--- src/rtl/dsp_mac_sequencer_if.sv ---
// Job-control, operand-stream and result-stream bundle between a job source
// (master) and the MAC sequencer (slave).
interface dsp_mac_sequencer_if #(
  parameter int unsigned WA    = 18,
  parameter int unsigned WB    = 18,
  parameter int unsigned PW    = 48,
  parameter int unsigned LEN_W = 8
);
  logic                    start;
  logic [LEN_W-1:0]        cfg_len;
  logic                    busy;
  logic                    done;
  logic                    op_valid;
  logic                    op_ready;
  logic signed [WA-1:0]    op_a;
  logic signed [WB-1:0]    op_b;
  logic                    res_valid;
  logic                    res_ready;
  logic [PW-1:0]           res_data;

  modport master (
    output start, cfg_len, op_valid, op_a, op_b, res_ready,
    input  busy, done, op_ready, res_valid, res_data
  );

  modport slave (
    input  start, cfg_len, op_valid, op_a, op_b, res_ready,
    output busy, done, op_ready, res_valid, res_data
  );
endinterface

--- src/rtl/dsp_mac_sequencer.sv ---
// Drives one A/B-reg -> M-reg -> P-reg DSP slice through an N-term signed
// multiply-accumulate job and returns the final P value on a result stream.
module dsp_mac_sequencer #(
  parameter int unsigned WA    = 18,
  parameter int unsigned WB    = 18,
  parameter int unsigned PW    = 48,
  parameter int unsigned LEN_W = 8
) (
  input  logic                 clk,
  input  logic                 rst,
  dsp_mac_sequencer_if.slave   job,
  output logic [WA-1:0]        dsp_a,
  output logic [WB-1:0]        dsp_b,
  output logic                 dsp_ce_ab,
  output logic                 dsp_ce_m,
  output logic                 dsp_ce_p,
  output logic                 dsp_acc,
  input  logic [PW-1:0]        dsp_p
);

  typedef enum logic [1:0] {
    S_IDLE  = 2'd0,
    S_ISSUE = 2'd1,
    S_DRAIN = 2'd2,
    S_HOLD  = 2'd3
  } state_e;

  state_e           state_q,      state_d;
  logic [LEN_W-1:0] len_q,        len_d;
  logic [LEN_W-1:0] issued_q,     issued_d;
  logic             s1_valid_q,   s1_valid_d;
  logic             s1_first_q,   s1_first_d;
  logic             s2_valid_q,   s2_valid_d;
  logic             s2_first_q,   s2_first_d;
  logic             res_valid_q,  res_valid_d;
  logic [PW-1:0]    res_data_q,   res_data_d;

  logic             op_ready_c;
  logic             accept_c;
  logic             done_c;
  logic [LEN_W-1:0] issued_inc_c;

  // Next-state, token pipe and result capture.
  always_comb begin
    state_d     = state_q;
    len_d       = len_q;
    issued_d    = issued_q;
    res_valid_d = res_valid_q;
    res_data_d  = res_data_q;
    done_c      = 1'b0;

    op_ready_c   = (state_q == S_ISSUE) && (issued_q < len_q);
    accept_c     = job.op_valid && op_ready_c;
    issued_inc_c = LEN_W'(issued_q + LEN_W'(1));

    // Tokens advance every cycle; bubbles simply leave an invalid slot.
    s1_valid_d = accept_c;
    s1_first_d = accept_c && (issued_q == '0);
    s2_valid_d = s1_valid_q;
    s2_first_d = s1_first_q;

    unique case (state_q)
      S_IDLE: begin
        if (job.start && (job.cfg_len != '0)) begin
          len_d    = job.cfg_len;
          issued_d = '0;
          state_d  = S_ISSUE;
        end
      end
      S_ISSUE: begin
        if (accept_c) begin
          issued_d = issued_inc_c;
          if (issued_inc_c == len_q) begin
            state_d = S_DRAIN;
          end
        end
      end
      S_DRAIN: begin
        // Pipe empty means the last P load happened on the previous edge.
        if (!s1_valid_q && !s2_valid_q) begin
          res_data_d  = dsp_p;
          res_valid_d = 1'b1;
          state_d     = S_HOLD;
        end
      end
      S_HOLD: begin
        if (job.res_ready) begin
          done_c      = 1'b1;
          res_valid_d = 1'b0;
          state_d     = S_IDLE;
        end
      end
      default: state_d = S_IDLE;
    endcase
  end

  always_ff @(posedge clk or posedge rst) begin
    if (rst) begin
      state_q     <= S_IDLE;
      len_q       <= '0;
      issued_q    <= '0;
      s1_valid_q  <= 1'b0;
      s1_first_q  <= 1'b0;
      s2_valid_q  <= 1'b0;
      s2_first_q  <= 1'b0;
      res_valid_q <= 1'b0;
      res_data_q  <= '0;
    end else begin
      state_q     <= state_d;
      len_q       <= len_d;
      issued_q    <= issued_d;
      s1_valid_q  <= s1_valid_d;
      s1_first_q  <= s1_first_d;
      s2_valid_q  <= s2_valid_d;
      s2_first_q  <= s2_first_d;
      res_valid_q <= res_valid_d;
      res_data_q  <= res_data_d;
    end
  end

  // Slice controls: the first token of a job loads P from M, the rest accumulate.
  assign dsp_a     = job.op_a;
  assign dsp_b     = job.op_b;
  assign dsp_ce_ab = accept_c;
  assign dsp_ce_m  = s1_valid_q;
  assign dsp_ce_p  = s2_valid_q;
  assign dsp_acc   = s2_valid_q && !s2_first_q;

  assign job.busy      = (state_q != S_IDLE);
  assign job.done      = done_c;
  assign job.op_ready  = op_ready_c;
  assign job.res_valid = res_valid_q;
  assign job.res_data  = res_data_q;

endmodule

--- src/flat_wrapper.sv ---
// flat-port wrapper written by rule: the top's interface ports become plain ports
module dsp_mac_sequencer_flat 
#(
  parameter int unsigned WA    = 18,
  parameter int unsigned WB    = 18,
  parameter int unsigned PW    = 48,
  parameter int unsigned LEN_W = 8
)
  (clk, rst, dsp_a, dsp_b, dsp_ce_ab, dsp_ce_m, dsp_ce_p, dsp_acc, dsp_p, job_start, job_cfg_len, job_op_valid, job_op_a, job_op_b, job_res_ready, job_busy, job_done, job_op_ready, job_res_valid, job_res_data);
  dsp_mac_sequencer_if #(.WA(WA), .WB(WB), .PW(PW), .LEN_W(LEN_W)) job_i ();
  input  logic clk;
  input  logic rst;
  output logic [WA-1:0] dsp_a;
  output logic [WB-1:0] dsp_b;
  output logic dsp_ce_ab;
  output logic dsp_ce_m;
  output logic dsp_ce_p;
  output logic dsp_acc;
  input  logic [PW-1:0] dsp_p;
  input wire logic [$bits(job_i.start)-1:0] job_start;
  input wire logic [$bits(job_i.cfg_len)-1:0] job_cfg_len;
  input wire logic [$bits(job_i.op_valid)-1:0] job_op_valid;
  input wire logic [$bits(job_i.op_a)-1:0] job_op_a;
  input wire logic [$bits(job_i.op_b)-1:0] job_op_b;
  input wire logic [$bits(job_i.res_ready)-1:0] job_res_ready;
  output wire logic [$bits(job_i.busy)-1:0] job_busy;
  output wire logic [$bits(job_i.done)-1:0] job_done;
  output wire logic [$bits(job_i.op_ready)-1:0] job_op_ready;
  output wire logic [$bits(job_i.res_valid)-1:0] job_res_valid;
  output wire logic [$bits(job_i.res_data)-1:0] job_res_data;
  assign job_i.start = job_start;
  assign job_i.cfg_len = job_cfg_len;
  assign job_i.op_valid = job_op_valid;
  assign job_i.op_a = job_op_a;
  assign job_i.op_b = job_op_b;
  assign job_i.res_ready = job_res_ready;
  assign job_busy = job_i.busy;
  assign job_done = job_i.done;
  assign job_op_ready = job_i.op_ready;
  assign job_res_valid = job_i.res_valid;
  assign job_res_data = job_i.res_data;
  dsp_mac_sequencer #(.WA(WA), .WB(WB), .PW(PW), .LEN_W(LEN_W)) u_core (.clk(clk), .rst(rst), .job(job_i), .dsp_a(dsp_a), .dsp_b(dsp_b), .dsp_ce_ab(dsp_ce_ab), .dsp_ce_m(dsp_ce_m), .dsp_ce_p(dsp_ce_p), .dsp_acc(dsp_acc), .dsp_p(dsp_p));
endmodule
--- config.mk ---
export PLATFORM = sky130hd
export DESIGN_NAME = dsp_mac_sequencer_flat
export DESIGN_NICKNAME = d
export VERILOG_FILES = /design/src/rtl/dsp_mac_sequencer_if.sv /design/src/rtl/dsp_mac_sequencer.sv /design/src/flat_wrapper.sv
export SDC_FILE = /design/constraint.sdc
export NUM_CORES = 1
export LEC_CHECK = 0
export ABC_AREA = 1
export BUFFER_PORTS_ARGS = -buffer_cell sky130_fd_sc_hd__buf_2
export CAP_MARGIN = 40
export CELL_PAD_IN_SITES_DETAIL_PLACEMENT = 1
export CELL_PAD_IN_SITES_GLOBAL_PLACEMENT = 1
export CORE_MARGIN = 5
export CORE_UTILIZATION = 36
export DETAILED_ROUTE_END_ITERATION = 12
export GPL_ROUTABILITY_DRIVEN = 0
export PLACE_DENSITY = 0.95
export SYNTH_ARGS = -nofsm -noshare
export SYNTH_HDL_FRONTEND = slang
export SYNTH_SLANG_ARGS = --single-unit
export TNS_END_PERCENT = 30
--- constraint.sdc ---
create_clock -name clk -period 4.3 [get_ports clk]
set_clock_uncertainty 0.05 [all_clocks]
set_input_delay 0.86 -clock clk [delete_from_list [all_inputs] [get_ports clk]]
set_output_delay 0.86 -clock clk [all_outputs]
set_load 0.02 [all_outputs]
==> Implementation_results.wiki, run 1 <==
{| class="wikitable"
! Metric !! Value
|-
| Critical path required time || between 3 and 4 ns
|-
| Synth Warn # || 0
|-
| Kind of critical path || register to output pin
|-
| WL/cell || 16.1 um
|-
| Count of filler cells inserted in the layout || around 1.2k
|-
| Antenna fix cells || 0
|-
| Resized cells post-CTS || 0
|-
| Total length of routed wires || roughly 9.2 mm
|-
| Critical path endpoint category || output pin
|-
| Highest cell delay on the worst timing path || roughly 0.53 ns
|-
| Total number of vias || about 2.7k
|-
| Maximum achievable frequency || 323 MHz
|-
| P per Cell Area || between 700 and 800 mW/mm2
|-
| Final antenna-violating net count || 0
|-
| Worst Hold Path Cells || 0
|-
| Vias in the first global route || about 2.9k
|-
| Proportion of layout cells with a drive suffix above 1 || 44.2%
|-
| Worst reg2reg path depth || 9
|-
| Deepest level of the CTS H-tree || 3
|-
| Setup repair after global routing missed its margin || false
|-
| Total number of clock tree sinks || between 70 and 80
|-
| Horizontal die dimension || 110 um
|-
| Arrival time worst endpoint || about 2.2 ns
|-
| Post-synthesis async set-or-reset flop share || 100%
|-
| Clock Root Buffer || clkbuf_8
|-
| Post-route DRC violation count || 0
|-
| Cell count after placement || ~560
|-
| Min-Delay Path Class || register to register
|-
| Top cell type's share of synthesized area || roughly half
|-
| Number of buffers inserted during clock tree synthesis || 9
|-
| Tcrit/Tclk final || 72.1%
|-
| Post-synthesis net count || 459
|-
| Number of hold-slack violations in the final timing report || 0
|-
| Global-route usage over all layers || 15.0%
|-
| Count of input and output buffers || between 100 and 150
|-
| Critical-path top delay cell || ha_1
|-
| Max-cap violation count || 0
|-
| Area of the die || around 0.012 mm2
|-
| Core Box Area || 0.00977 mm2
|-
| Clock tree from TritonCTS || yes
|-
| Relative max-transition margin || 60.9%
|-
| Top cells by area in the synthesized netlist || dfrtp_1 (49%), mux2_2 (15%), buf_4 (7.5%)
|-
| Clock Path Buffers || 2
|-
| Remaining global-route overflow || 0
|-
| Starting density of the core || about 37%
|-
| Final-layout setup total negative slack || 0 ns
|-
| Number of antenna violations at the first check in global routing || 0
|-
| Post-CTS Setup Inserts || 0
|-
| Post-synth cell types || 23
|-
| Crit path cell chain || inv_1 -> ha_1 -> nand3b_1 -> nor2_1 -> nand3_2 -> inv_1 -> buf_2
|-
| Final instance count without filler cells || 572
|-
| Clock-pin slew on the worst setup and hold paths || 0.08 ns
|-
| Iteration count of the initial detailed-routing pass || 4
|-
| Number of placed I/O pins || roughly 190
|-
| Mapped Avg Cell Area || 10.4 um2
|-
| Clk_lat worst skew || approximately 0.34 ns
|-
| First-pass GRT wire length || 14.1 mm
|-
| Final setup violation count || 0
|-
| Critical path fanouts, max || 13
|-
| Placement row count || 36
|-
| Most repeated library cell on the critical path || inv_1
|-
| Result of the run || completed
|-
| Count of routing violations after the opening detailed-route iteration || 96
|-
| Detailed-placement wirelength estimate || roughly 7.3 mm
|-
| Cells after synthesis || about 350
|-
| Power after layout || ~3.2 mW
|-
| Actual slew at the worst max-slew pin || 0.587 ns
|-
| Critical Path Start Type || register
|-
| Syn Std Cell Area || between 0.003 and 0.004 mm2
|-
| Area delta synth->final || 18.8%
|-
| Total number of nets in the final design || about 550
|-
| Portion of the post-synthesis area used by sequential elements || 49.2%
|-
| Highest ir drop seen on vdd || slightly below 0.3 mV
|-
| Ratio of routed vias to standard cells || between 4 and 5
|-
| Leakage || between 2 and 2.5 nW
|-
| Number of synthesized flops with an enable pin || 0
|-
| Number of max-slew violations in the final report || 0
|-
| Number of synthesized register bits || about 70
|-
| Die height || about 110 um
|-
| Top_reg_cell synth || dfrtp_1
|-
| Hold Buf Count CTS || 0
|-
| Maximum number of pins on one net before global-route repair || 38
|-
| Minimum clock period after layout || around 3.1 ns
|-
| Leading area contributor after synthesis || dfrtp_1
|}
## critical path, delay by kind of cell (launching register included)
kind	cells	cell delay [ns]
fa+ha+maj	1	0.53
simple gates	3	0.51
flops	1	0.42
buf+inv	3	0.38
## synth_stat cells, types with 5 or more instances
library cell / instances
dfrtp_1: 71
nand2_1: 55
mux2_2: 49
buf_4: 36
inv_1: 28
nand3_1: 23
nor2_1: 20
ha_1: 14
a21oi_1: 12
o21ai_0: 11
buf_2: 6
o21ai_1: 5
## report_power, final
group	total [mW]	internal (mW)	switching, mW
Sequential	1.13	0.974	0.157
Clock	0.535	0.271	0.264
Combinational	1.56	0.629	0.926
## logic make-up after synthesis
family                   synth area share (%)
adder cells (fa/ha/maj)                  4.85
AO/OA/AOI/OAI                            4.68
buffers and inverters                    12.0
flip-flops                               49.2
AND/OR/NAND/NOR                          14.0
multiplexers                             15.3
## layer usage
| layer | share of wire, % | global-route usage, % |
|---|---|---|
| met5 | 0 | 0 |
| met4 | 3.2 | 8.09 |
| met3 | 6.5 | 3.20 |
| met2 | 52 | 26.9 |
| met1 | 38 | 16.4 |
## stage by stage
step | hold slack (ns) | instance area (um2) | setup slack [ns] | utilization, %
after floorplan | 0.281 | 3610 | 1.59 | -
after global placement | 0.289 | 4040 | 1.73 | 41.4
after detailed placement | 0.287 | 4090 | 1.64 | 41.8
after CTS | 0.306 | 4290 | 1.17 | 43.9
after global routing | 0.319 | 4290 | 1.01 | 43.9
final | 0.302 | 4290 | 1.20 | 43.9
## cells in the final DEF (no fill, tap or decap), types with 5 or more instances in the layout
master / n
a21oi_1: 12
buf_2: 116
clkbuf_8: 9
dfrtp_1: 71
ha_1: 14
inv_1: 27
mux2_2: 49
nand2_1: 54
nand3_1: 23
nor2_1: 20
o21ai_0: 11
o21ai_1: 5
## path summary, 6_finish.rpt
kind / slack (ns) / start / to
min in group asynchronous: 0.46 / rst / u_core.job.res_data[39]$_DFFE_PP0P_
max in group asynchronous: 2.97 / rst / u_core.job.res_data[6]$_DFFE_PP0P_
worst max-delay path: 1.20 / u_core.state_q[1]$_DFFE_PP0P_ / dsp_ce_ab
worst max register to register: 2.01 / u_core.state_q[1]$_DFFE_PP0P_ / u_core.issued_q[0]$_DFFE_PP0P_
worst min register to register: 0.30 / u_core.s1_first_q$_DFF_PP0_ / u_core.s2_first_q$_DFF_PP0_
worst min-delay path: 0.30 / u_core.s1_first_q$_DFF_PP0_ / u_core.s2_first_q$_DFF_PP0_
## cell type report
type	instances	area, um2	area share, %
Clock buffer	10	128	2.98
Clock inverter	6	70.1	1.63
Inverter	29	109	2.54
Multi-Input combinational cell	204	1400	32.7
Sequential cell	71	1780	41.4
Tap cell	133	166	3.88
Timing Repair Buffer	119	636	14.8
## flip-flops by register name, summed over array words and instances, names as in the netlist
signal	count
u_core.job.res_data	48
u_core.issued_q	8
u_core.len_q	8
u_core.state_q	2
u_core.dsp_ce_m	1
u_core.dsp_ce_p	1
u_core.job.res_valid	1
u_core.s1_first_q	1
u_core.s2_first_q	1
Power figures use the tool's default switching activity.
==> inputs of run 2 (changes only) <==
--- a/config.mk
+++ b/config.mk
@@ -11,10 +11,10 @@
 export CELL_PAD_IN_SITES_DETAIL_PLACEMENT = 1
 export CELL_PAD_IN_SITES_GLOBAL_PLACEMENT = 1
 export CORE_MARGIN = 5
-export CORE_UTILIZATION = 36
+export CORE_UTILIZATION = 33
 export DETAILED_ROUTE_END_ITERATION = 12
 export GPL_ROUTABILITY_DRIVEN = 0
-export PLACE_DENSITY = 0.95
+export PLACE_DENSITY = 0.9
 export SYNTH_ARGS = -nofsm -noshare
 export SYNTH_HDL_FRONTEND = slang
 export SYNTH_SLANG_ARGS = --single-unit
==> constraint.sdc (replaced) <==
create_clock -name clk -period 3 [get_ports clk]
set_clock_uncertainty 0.05 [all_clocks]
set_input_delay 0.6 -clock clk [delete_from_list [all_inputs] [get_ports clk]]
set_output_delay 0.6 -clock clk [all_outputs]
set_load 0.02 [all_outputs]
==> Implementation_results.wiki, run 2 (synthesis results as in run 1) <==
{| class="wikitable"
! Metric !! Value
|-
| Result of the run || completed
|-
| Top library cells by usage in the layout, fill and taps aside || buf_2 (116), dfrtp_1 (71), nand2_1 (54)
|-
| Clock tree from TritonCTS || yes
|-
| Minimum clock period after layout || 2.57 ns
|-
| Number of buffers inserted during clock tree synthesis || 9
|-
| Highest ir drop seen on vdd || about 0.55 mV
|-
| Setup repair after global routing missed its margin || false
|-
| Worst reg2reg path depth || 5
|-
| P per Cell Area || roughly 1100 mW/mm2
|-
| Post-route DRC violation count || 0
|-
| Vias in the first global route || between 2k and 3k
|-
| Post-route design area || between 0.004 and 0.005 mm2
|-
| First-pass GRT wire length || roughly 15 mm
|-
| Count of input and output buffers || roughly 120
|-
| R2R setup slack || 1.00 ns
|-
| Clk_lat worst skew || 0.34 ns
|-
| Clock Path Buffers || 2
|-
| Critical path required time || 2.35 ns
|-
| Die height || approximately 110 um
|-
| Cell area reported after detailed placement || just over 0.004 mm2
|-
| Area delta synth->final || 18.3%
|-
| Maximum number of pins on one net before global-route repair || 47
|-
| Remaining global-route overflow || 0
|-
| Final-layout setup total negative slack || 0 ns
|-
| Kind of critical path || register to output pin
|-
| Final antenna-violating net count || 0
|-
| Arrival time worst endpoint || approximately 1.9 ns
|-
| Starting density of the core || roughly 33%
|-
| Core Box Area || between 0.01 and 0.015 mm2
|-
| Total length of routed wires || around 9.3 mm
|-
| Number of hold-slack violations in the final timing report || 0
|-
| Total number of clock tree sinks || 71
|-
| Number of placed I/O pins || between 150 and 200
|-
| Start of the worst register-to-register path || u_core.state_q[0]$_DFFE_PP0P_
|-
| Clock Root Buffer || clkbuf_8
|-
| Max-cap violation count || 0
|-
| Count of routing violations after the opening detailed-route iteration || between 100 and 150
|-
| Area of the die || ~0.013 mm2
|-
| Number of max-slew violations in the final report || 0
|-
| Placement row count || 38
|-
| Layout Utilization || about two fifths
|-
| Deepest level of the CTS H-tree || 3
|-
| Leakage || about 2.1 nW
|-
| Hold Buf Count CTS || 0
|-
| Detailed-placement wirelength estimate || about 7.3 mm
|-
| Antenna fix cells || 0
|-
| Relative max-transition margin || 54.4%
|-
| Final setup violation count || 0
|-
| Total number of nets in the final design || around 550
|-
| Post-CTS Setup Inserts || 0
|-
| Iteration count of the initial detailed-routing pass || 4
|-
| Actual slew at the worst max-slew pin || 0.683 ns
|-
| Crit Reg-Reg Endpoint || u_core.job.res_data[25]$_DFFE_PP0P_
|-
| Maximum achievable frequency || between 300 and 400 MHz
|-
| Max FFs per register || 48
|-
| Total number of vias || 2717
|-
| Clock-pin slew on the worst setup and hold paths || 0.09 ns
|-
| Ratio of routed vias to standard cells || between 4 and 5
|-
| Final hold slack || roughly 0.30 ns
|-
| Tcrit/Tclk final || ~86%
|-
| Number of antenna violations at the first check in global routing || 0
|-
| Critical Path Start Type || register
|-
| Horizontal die dimension || approximately 110 um
|-
| Critical path endpoint category || output pin
|-
| Proportion of layout cells with a drive suffix above 1 || approximately 45%
|-
| Power after layout || 4.56 mW
|-
| WL/cell || around 16 um
|-
| Critical path fanouts, max || 5
|-
| Resized cells post-CTS || 0
|-
| Commonest non-fill, non-tap cell in the layout || buf_2
|-
| Min-Delay Path Class || input pin to async pin
|-
| Global-route usage over all layers || around 14%
|}
==> run 2: cell types whose count changed in the layout (fill, tap and decap cells not counted), sizes merged <==
cell	previous run	this run
clkinv	1	2
bufinv	1	0
buf	119	120
==> run 2: worst max-delay path by stage <==
stage | from | slack, ns | cells after the start | to
finish | u_core.issued_q[0]$_DFFE_PP0P_ | 0.43 | 9 | dsp_ce_ab
detailed placement | u_core.issued_q[0]$_DFFE_PP0P_ | 0.79 | 9 | dsp_ce_ab
CTS | u_core.issued_q[0]$_DFFE_PP0P_ | 0.41 | 9 | dsp_ce_ab
global placement | u_core.issued_q[0]$_DFFE_PP0P_ | 0.86 | 9 | dsp_ce_ab
floorplan | rst | 0.55 | 1 | u_core.dsp_ce_m$_DFF_PP0_
global route | u_core.issued_q[3]$_DFFE_PP0P_ | 0.31 | 7 | dsp_ce_ab
==> run 2: final cells by class <==
type	instances	area (um2)
Tap cell	140	175
Clock buffer	10	138
Clock inverter	6	45.0
Inverter	29	109
Multi-Input combinational cell	204	1400
Fill cell	1273	6520
Timing Repair Buffer	120	623
Sequential cell	71	1780
==> run 2: worst max-delay path, cell delays in order (launching register included) <==
cell     delay (ns)
dfrtp_1        0.43
inv_1          0.18
ha_1           0.19
inv_1          0.04
a21oi_1        0.15
o21ai_0        0.12
nand2_1        0.10
nand3_2        0.10
inv_1          0.09
buf_2          0.17
==> run 2: per-layer routing <==
| metal | up-vias | global-route usage [%] | wire, um |
|---|---|---|---|
| met2 | 81 | 24.9 | 4960 |
| met4 | 0 | 6.73 | 217 |
| met1 | 1323 | 16.2 | 3540 |
| li1 | 1287 | - | - |
| met5 | - | 0 | 0 |
| met3 | 26 | 2.59 | 577 |
==> run 2: per-stage QoR <==
| step | instances | setup slack [ns] |
|---|---|---|
| 3_5_place_dp | 564 | 0.793 |
| 4_1_cts | 580 | 0.411 |
| 2_1_floorplan | 348 | 0.553 |
| 3_3_place_gp | 564 | 0.864 |
| 5_1_grt | 580 | 0.308 |
| 6_report | 580 | 0.434 |
==> run 2: power by group <==
part	internal, mW	total, mW	leakage [nW]	switching, mW
clock	0.325	0.709	0.0849	0.383
sequential	1.40	1.62	0.850	0.224
combinational	0.897	2.23	1.18	1.33
total	2.62	4.56	2.11	1.94
